## src/rtl/ahb_rr_master.sv

```systemverilog
// ahb_rr_master: two-port round-robin AHB-lite master.
// Two local requesters share one AHB-lite slave. Single NONSEQ transfers are
// issued with overlapped address and data phases; hready low freezes both.
//
// Ports:
//   hclk, hresetn            clock, async active-low reset
//   req/we/addr/wdata 0,1    requester inputs, held until gnt
//   gnt0/gnt1                one-cycle pulse: request entered address phase
//   done0/done1              one-cycle pulse: data phase completed
//   rdata                    read data, valid with done of a read
//   hselx/htrans/haddr/hwrite/hwdata   AHB master outputs (registered)
//   hrdata/hready            AHB slave responses
module ahb_rr_master #(
  parameter int unsigned addrWidth = 8,
  parameter int unsigned dataWidth = 32
) (
  input  logic                 hclk,
  input  logic                 hresetn,
  input  logic                 req0,
  input  logic                 we0,
  input  logic [addrWidth-1:0] addr0,
  input  logic [dataWidth-1:0] wdata0,
  input  logic                 req1,
  input  logic                 we1,
  input  logic [addrWidth-1:0] addr1,
  input  logic [dataWidth-1:0] wdata1,
  output logic                 gnt0,
  output logic                 gnt1,
  output logic                 done0,
  output logic                 done1,
  output logic [dataWidth-1:0] rdata,
  output logic                 hselx,
  output logic [1:0]           htrans,
  output logic [addrWidth-1:0] haddr,
  output logic                 hwrite,
  output logic [dataWidth-1:0] hwdata,
  input  logic [dataWidth-1:0] hrdata,
  input  logic                 hready
);

  localparam logic [1:0] HTRANS_IDLE   = 2'b00;
  localparam logic [1:0] HTRANS_NONSEQ = 2'b10;

  // Address-phase slot extras (htrans/haddr/hwrite live in the outputs)
  logic                 ap_id;
  logic [dataWidth-1:0] ap_wdata;
  // Data-phase slot
  logic                 dp_valid;
  logic                 dp_id;
  logic                 dp_we;
  // Last-granted requester
  logic                 last_id;

  logic                 cand0_c;
  logic                 cand1_c;
  logic                 win_c;
  logic                 win_id_c;
  logic [addrWidth-1:0] win_addr_c;
  logic                 win_we_c;
  logic [dataWidth-1:0] win_wdata_c;

  // Arbitration: a requester whose gnt is currently high is masked, so a
  // req still asserted in its grant cycle does not count as a new request.
  always_comb begin
    cand0_c     = req0 & ~gnt0;
    cand1_c     = req1 & ~gnt1;
    win_c       = cand0_c | cand1_c;
    win_id_c    = (cand0_c && cand1_c) ? ~last_id : cand1_c;
    win_addr_c  = win_id_c ? addr1  : addr0;
    win_we_c    = win_id_c ? we1    : we0;
    win_wdata_c = win_id_c ? wdata1 : wdata0;
  end

  // Pipeline registers; everything except the pulses advances only on hready
  always_ff @(posedge hclk or negedge hresetn) begin
    if (!hresetn) begin
      htrans   <= HTRANS_IDLE;
      hselx    <= 1'b0;
      haddr    <= '0;
      hwrite   <= 1'b0;
      hwdata   <= '0;
      gnt0     <= 1'b0;
      gnt1     <= 1'b0;
      done0    <= 1'b0;
      done1    <= 1'b0;
      rdata    <= '0;
      ap_id    <= 1'b0;
      ap_wdata <= '0;
      dp_valid <= 1'b0;
      dp_id    <= 1'b0;
      dp_we    <= 1'b0;
      last_id  <= 1'b1;
    end else begin
      // Pulses are never stretched, even across a stall
      gnt0  <= 1'b0;
      gnt1  <= 1'b0;
      done0 <= 1'b0;
      done1 <= 1'b0;
      if (hready) begin
        // Retire the data phase
        if (dp_valid) begin
          if (dp_id) done1 <= 1'b1;
          else       done0 <= 1'b1;
          if (!dp_we) rdata <= hrdata;
        end
        // Address phase moves to data phase
        dp_valid <= (htrans == HTRANS_NONSEQ);
        if (htrans == HTRANS_NONSEQ) begin
          dp_id <= ap_id;
          dp_we <= hwrite;
          if (hwrite) hwdata <= ap_wdata;
        end
        // Load a new address phase from the winner
        if (win_c) begin
          htrans   <= HTRANS_NONSEQ;
          hselx    <= 1'b1;
          haddr    <= win_addr_c;
          hwrite   <= win_we_c;
          ap_wdata <= win_wdata_c;
          ap_id    <= win_id_c;
          last_id  <= win_id_c;
          if (win_id_c) gnt1 <= 1'b1;
          else          gnt0 <= 1'b1;
        end else begin
          htrans <= HTRANS_IDLE;
          hselx  <= 1'b0;
        end
      end
    end
  end

endmodule

```

## config.mk

```make
export PLATFORM = sky130hd
export DESIGN_NAME = ahb_rr_master
export DESIGN_NICKNAME = d
export VERILOG_FILES = /design/src/rtl/ahb_rr_master.sv
export SDC_FILE = /design/constraint.sdc
export NUM_CORES = 1
export LEC_CHECK = 0
export BUFFER_PORTS_ARGS = -buffer_cell sky130_fd_sc_hd__buf_2
export CORE_MARGIN = 3
export CORE_UTILIZATION = 43
export CTS_CLUSTER_SIZE = 14
export DETAILED_ROUTE_END_ITERATION = 8
export PLACE_DENSITY = 0.82
export RECOVER_POWER = 25
export SLEW_MARGIN = 40
export SYNTH_ARGS = -nofsm -noshare
export SYNTH_HDL_FRONTEND = slang
export SYNTH_SLANG_ARGS = --single-unit
export TNS_END_PERCENT = 1
```

## constraint.sdc

```tcl
create_clock -name hclk -period 1.7 [get_ports hclk]
set_clock_uncertainty 0.1 [all_clocks]
set_input_delay 0.17 -clock hclk [delete_from_list [all_inputs] [get_ports hclk]]
set_output_delay 0.17 -clock hclk [all_outputs]
set_load 0.02 [all_outputs]
```

---- Yosys cells after proc, flatten, opt, wreduce, memory -nomap -nowiden ----
Index checks and enable logic that the tools add are counted.
W data, S select, Z words.
word-level totals
  logic and storage cells ................. 47
  input bits .............................. 119
  bits in registers ....................... 117
  output and inout port bits .............. 80
operators by class
  eq/ne operators ......................... 1
  reduce and logical (&&, ||, !) cells .... 5
  multiplexer cells ....................... 18
  bitwise logic cells ..................... 7
operators by type and width
  operator              number
  $mux W32              1
  $mux W1               15
  $mux W8               1
  $reduce_and A3 Y1     2
  $not A1 Y1            4
  $reduce_and A2 Y1     2
  $and A1 B1 Y1         2
  $eq A2 B2 Y1 const B  1
  $mux W2               1
  $logic_and A1 B1 Y1   1
  $or A1 B1 Y1          1

---- Longest topological paths before layout ----
  depth in word-level cells ............... 7
  gate-level depth with buffers ........... 6

---- Least setup slack after synthesis ----
No wires, ideal clock.
  kind .................................... reg2reg
  start ................................... register gnt0
  end ..................................... register ap_wdata[10]
  clock period less this slack ............ 1.673 ns
  slack ................................... 0.027 ns
  arrival ................................. 1.447 ns
  stages on the path, launching flop included .. 6
  library setup time ...................... 0.126 ns
  cell sequence ........................... dfrtp_1 > nand3b_1 > and3_1 > buf_2 > buf_2 > a221o_1
on the way
  longest elaborated chain between the ends .. 5
  elaborated cells between the ends (all ways) .. 7
  classes of those cells .................. mux (2); bitwise (3); reduce/logical (2)
ends and longest elaborated chain
  item                    RTL line  RTL
  from (decl)             27        output logic gnt0,
  from (signal assigned)  82        gnt0 <= 1'b0;
  from (signal assigned)  95        gnt0 <= 1'b0;
  from (signal assigned)  123       else gnt0 <= 1'b1;
  $not A1 Y1 (*)          65        cand0_c = req0 & ~gnt0;
  $and A1 B1 Y1 (*)       65
  $logic_and A1 B1 Y1     68        win_id_c = (cand0_c && cand1_c) ? ~last_id : cand1_c;
  $mux W1                 68
  $mux W32                71        win_wdata_c = win_id_c ? wdata1 : wdata0;
  to (signal assigned)    119       ap_wdata <= win_wdata_c;
  to (decl)               46        logic [dataWidth-1:0] ap_wdata;
Mark *: on every way between the ends. The rest lies on a longest branch, timed or not.
A chain may end at the register's enable or synchronous reset.

---- Final worst setup path ----
  start ................................... register gnt1
  end ..................................... register haddr[2]
on the way
  longest elaborated chain between the ends .. 5
  elaborated cells between the ends (all ways) .. 7
  classes of those cells .................. mux (2); bitwise (3); reduce/logical (2)
ends and longest elaborated chain
  item                    RTL line  RTL
  from (decl)             28        output logic gnt1,
  from (signal assigned)  83        gnt1 <= 1'b0;
  from (signal assigned)  96        gnt1 <= 1'b0;
  from (signal assigned)  122       if (win_id_c) gnt1 <= 1'b1;
  $not A1 Y1 (*)          66        cand1_c = req1 & ~gnt1;
  $and A1 B1 Y1 (*)       66
  $logic_and A1 B1 Y1     68
  $mux W1                 68
  $mux W8                 69        win_addr_c = win_id_c ? addr1 : addr0;
  to (signal assigned)    117       haddr <= win_addr_c;
  to (decl)               34        output logic [addrWidth-1:0] haddr,
Marked as above.

==> impl_metrics.csv <==
group,metric,value,unit
run_status,status,"finished clean",
sta,final_max_slew_viol_count,0,
die,die-area,0.0123,sq mm
routing,ant_nets,0,
sta,max_clock_freq,0.595,GHz
clocking,cts.clk_slew.worst_paths,0.05,ns
sta,finalCritPeriodShare,98.9,%
critical_path,path_cells,"or3b_4, and3_1, a221o_1",
synthesis,yosysWarnings,0,
synthesis,ys_seq_elements,115,
placed_design,dp_hpwl,8330,um
die,die_w,111,um
placed_design,placed_cells,636,
die,rows,37,
synthesis,synth-simple-area-share,7.68,%
run,drv_cap,0,
synthesis,synthAdderAreaFrac,0,%
global_route,grt_pass1_vias,4543,
sta,rsz0062_at_grt,"yes",
routing,routed-via-count,4071,
final_layout,area_growth,60.4,%
placed_design,port_buffers,197,
global_route,track_usage,24.3,%
synthesis,synth.top_cell.area_share,60.2,%
critical_path,start_kind,"flop",
critical_path,arrival,1.95,ns
routing,drc,0,
synthesis,synth_cell_types,31,
clocking,cts_root_buf,"clkbuf_8",
critical_path,path_max_fanout,21,
clocking,numCtsBuffers,17,
routing,drt-wirelength-per-cell,18.9,um
clocking,clk_path_buf_depth,2,
synthesis,dominantRegCellSynth,"dfrtp_1",
global_route,grt_max_degree,46,
sta,relSlewSlack,50.2,%
die,pin_count,199,
die,die_h,111,um
routing,drt_first_pass_iters,4,
final_layout,final_area,0.00761,sq mm
pwr,leakagePower,3.94,nW
synthesis,synth_top_family_by_area,"multiplexers",
clocking,cts.sinks,115,
synthesis,synth_edf_count,0,
placed_design,gp_congestion,0.855,
synthesis,synth_common_cells,"dfrtp_1, and3_1, a221o_1, mux2_2, mux2_4",
pwr,ir_worst_vdd,0.000766,V
clocking,htree_levels,4,
die,core,0.0105,sq mm
critical_path,r2r_slack,0.02,ns
synthesis,async_reset_ff_share,100,%
critical_path,worstSetupEndpointType,"flop",
routing,drt-initial-drc-count,242,
sta,period_minus_slack,1.68,ns
min_path,worstHoldPathType,"input pin to flop",
critical_path,required,1.97,ns
critical_path,worst-setup-path-type,"flop to flop",
synthesis,synthMuxAreaShare,17.6,%
synthesis,synth-xor-area-share,0,%
synthesis,avgSynthCellArea,15.0,sq um
synthesis,synthTopCellsByArea,"dfrtp_1, mux2_4, a221o_1",
sta,finalSetupViolCount,0,
critical_path,slowest_stage,"or3b_4",
synthesis,syn_inst,317,
synthesis,synth_top_cell_by_area,"dfrtp_1",
final_layout,nNetsFinal,754,
global_route,grt_overflow,0,
final_layout,drive_gt1_share,48.1,%
clocking,cts_tree,"yes",
synthesis,synth_most_common_cell,"dfrtp_1",
clocking,insertion_delay,0.51,ns
synthesis,seq_area_frac_synth,60.7,%
pwr,power_density,1460,mW/mm^2
global_route,grt_pass1_wl,23800,um
final_layout,fillCellCount,651,
final_layout,fin_cells,786,
routing,vias_per_cell,5.18,
die,start_util,45.1,%
synthesis,synth_area,0.00474,sq mm
synthesis,syn-num-nets,436,
sta,worst_pin_slew,0.748,ns
global_route,antenna_found_initial,1,
synthesis,synth_compound_area_share,9.82,%
routing,routed_wl,14800,um
sta,hold_violations,0,
placed_design,place_area,0.00590,sq mm
critical_path,critPathMaxStageDelay,0.54,ns
-- area by class of cell --
| type | count | area [sq um] | share of cell area (%) |
|---|---|---|---|
| multi-input combinational | 173 | 1700 | 22.4 |
| inverter | 3 | 11.3 | 0.148 |
| tap | 136 | 170 | 2.24 |
| clock inverter | 10 | 108 | 1.41 |
| clock buffer | 22 | 453 | 5.95 |
| antenna | 2 | 5.00 | 0.0658 |
| timing repair buffer | 325 | 2280 | 29.9 |
| sequential | 115 | 2880 | 37.8 |
-- kinds of logic (layout without fill, tap and decap cells) --
family | count (synthesis) | after routing
AO/OA/AOI/OAI | 49 | 49
buffers and inverters | 30 | 360
flip-flops | 115 | 115
multiplexers | 64 | 64
other | 1 | 3
AND/OR/NAND/NOR | 58 | 59
-- what timing repair did --
| action | CTS | global route |
|---|---|---|
| endpoints found under the setup margin | 4 | 40 |
| endpoints found under the hold margin | 190 | 0 |
| pin swaps | 0 | 1 |
| hold buffers | 115 | 0 |
| buffers inserted | 0 | 0 |
| cloned | 0 | 1 |
| gates resized for setup | 1 | 4 |
-- worst paths after layout --
kind                                   start                        to  cells after the start
setup reg to reg              gnt1$_DFF_PN0_      haddr[2]$_DFFE_PN0P_                      3
hold / removal                    wdata1[31]  ap_wdata[31]$_DFFE_PN0P_                      4
min in group asynchronous            hresetn      rdata[5]$_DFFE_PN0P_                      2
hold reg to reg            dp_id$_DFFE_PN0P_           done0$_DFF_PN0_                      1
max in group asynchronous            hresetn     rdata[26]$_DFFE_PN0P_                      3
setup / recovery              gnt1$_DFF_PN0_      haddr[2]$_DFFE_PN0P_                      3
-- flip-flops by register name (all words and copies together) (netlist names) --
name      count
ap_wdata     32
hwdata       32
rdata        32
haddr         8
ap_id         1
done0         1
done1         1
dp_id         1
dp_valid      1
dp_we         1
gnt0          1
gnt1          1
hselx         1
hwrite        1
last_id       1
-- routing by layer --
metal	vias to the layer above	wire length (um)	GRT usage [%]
met5	-	0	0
met4	0	380	11.5
met3	33	1040	6.93
met2	214	7480	40.3
met1	1996	5930	29.1
li1	1828	-	-
-- worst max-delay path, delay by kind of cell (launching register included) --
family,cells,cell delay [ns]
AND/OR/NAND/NOR,2,0.77
AO/OA/AOI/OAI,1,0.28
flip-flops,1,0.41
-- stage by stage --
step	setup TNS (ns)	total power, W	hold WS, ns	setup WS [ns]	utilization [%]
final	0	0.0111	0.0521	0.0185	72.4
after global routing	-0.0300	0.0116	0.0500	-0.0126	72.4
after CTS	-0.0102	0.0111	0.0145	-0.00422	72.5
after detailed placement	0	0.00752	0.0352	0.00258	56.2
after global placement	0	0.00740	0.0297	0.0187	56.2
after floorplan	0	0.00625	-0.226	0.0269	-
-- where the power goes --
group,switching (W),internal [W]
Sequential,0.000521,0.00365
Clock,0.00117,0.00214
Combinational,0.00189,0.00170
-- cell usage in the layout (no fill, tap or decap), types with 2 or more instances in the layout --
cell and n:
a221o_1 40, and3_1 40, clkbuf_2 3, nand3b_1 2, dfrtp_1 114, or3b_4 2
buf_2 195, bufinv_16 2, clkinv_2 5, clkinvlp_4 3, diode_2 2, clkbuf_16 16
and3_4 2, mux2_4 30, dlygate4sd3_1 115, o21ai_0 3, nand2_1 5, buf_12 4
inv_1 3, clkbuf_1 5, mux2_2 34, buf_4 5, clkbuf_8 3
(Power assumes the default switching activity.)
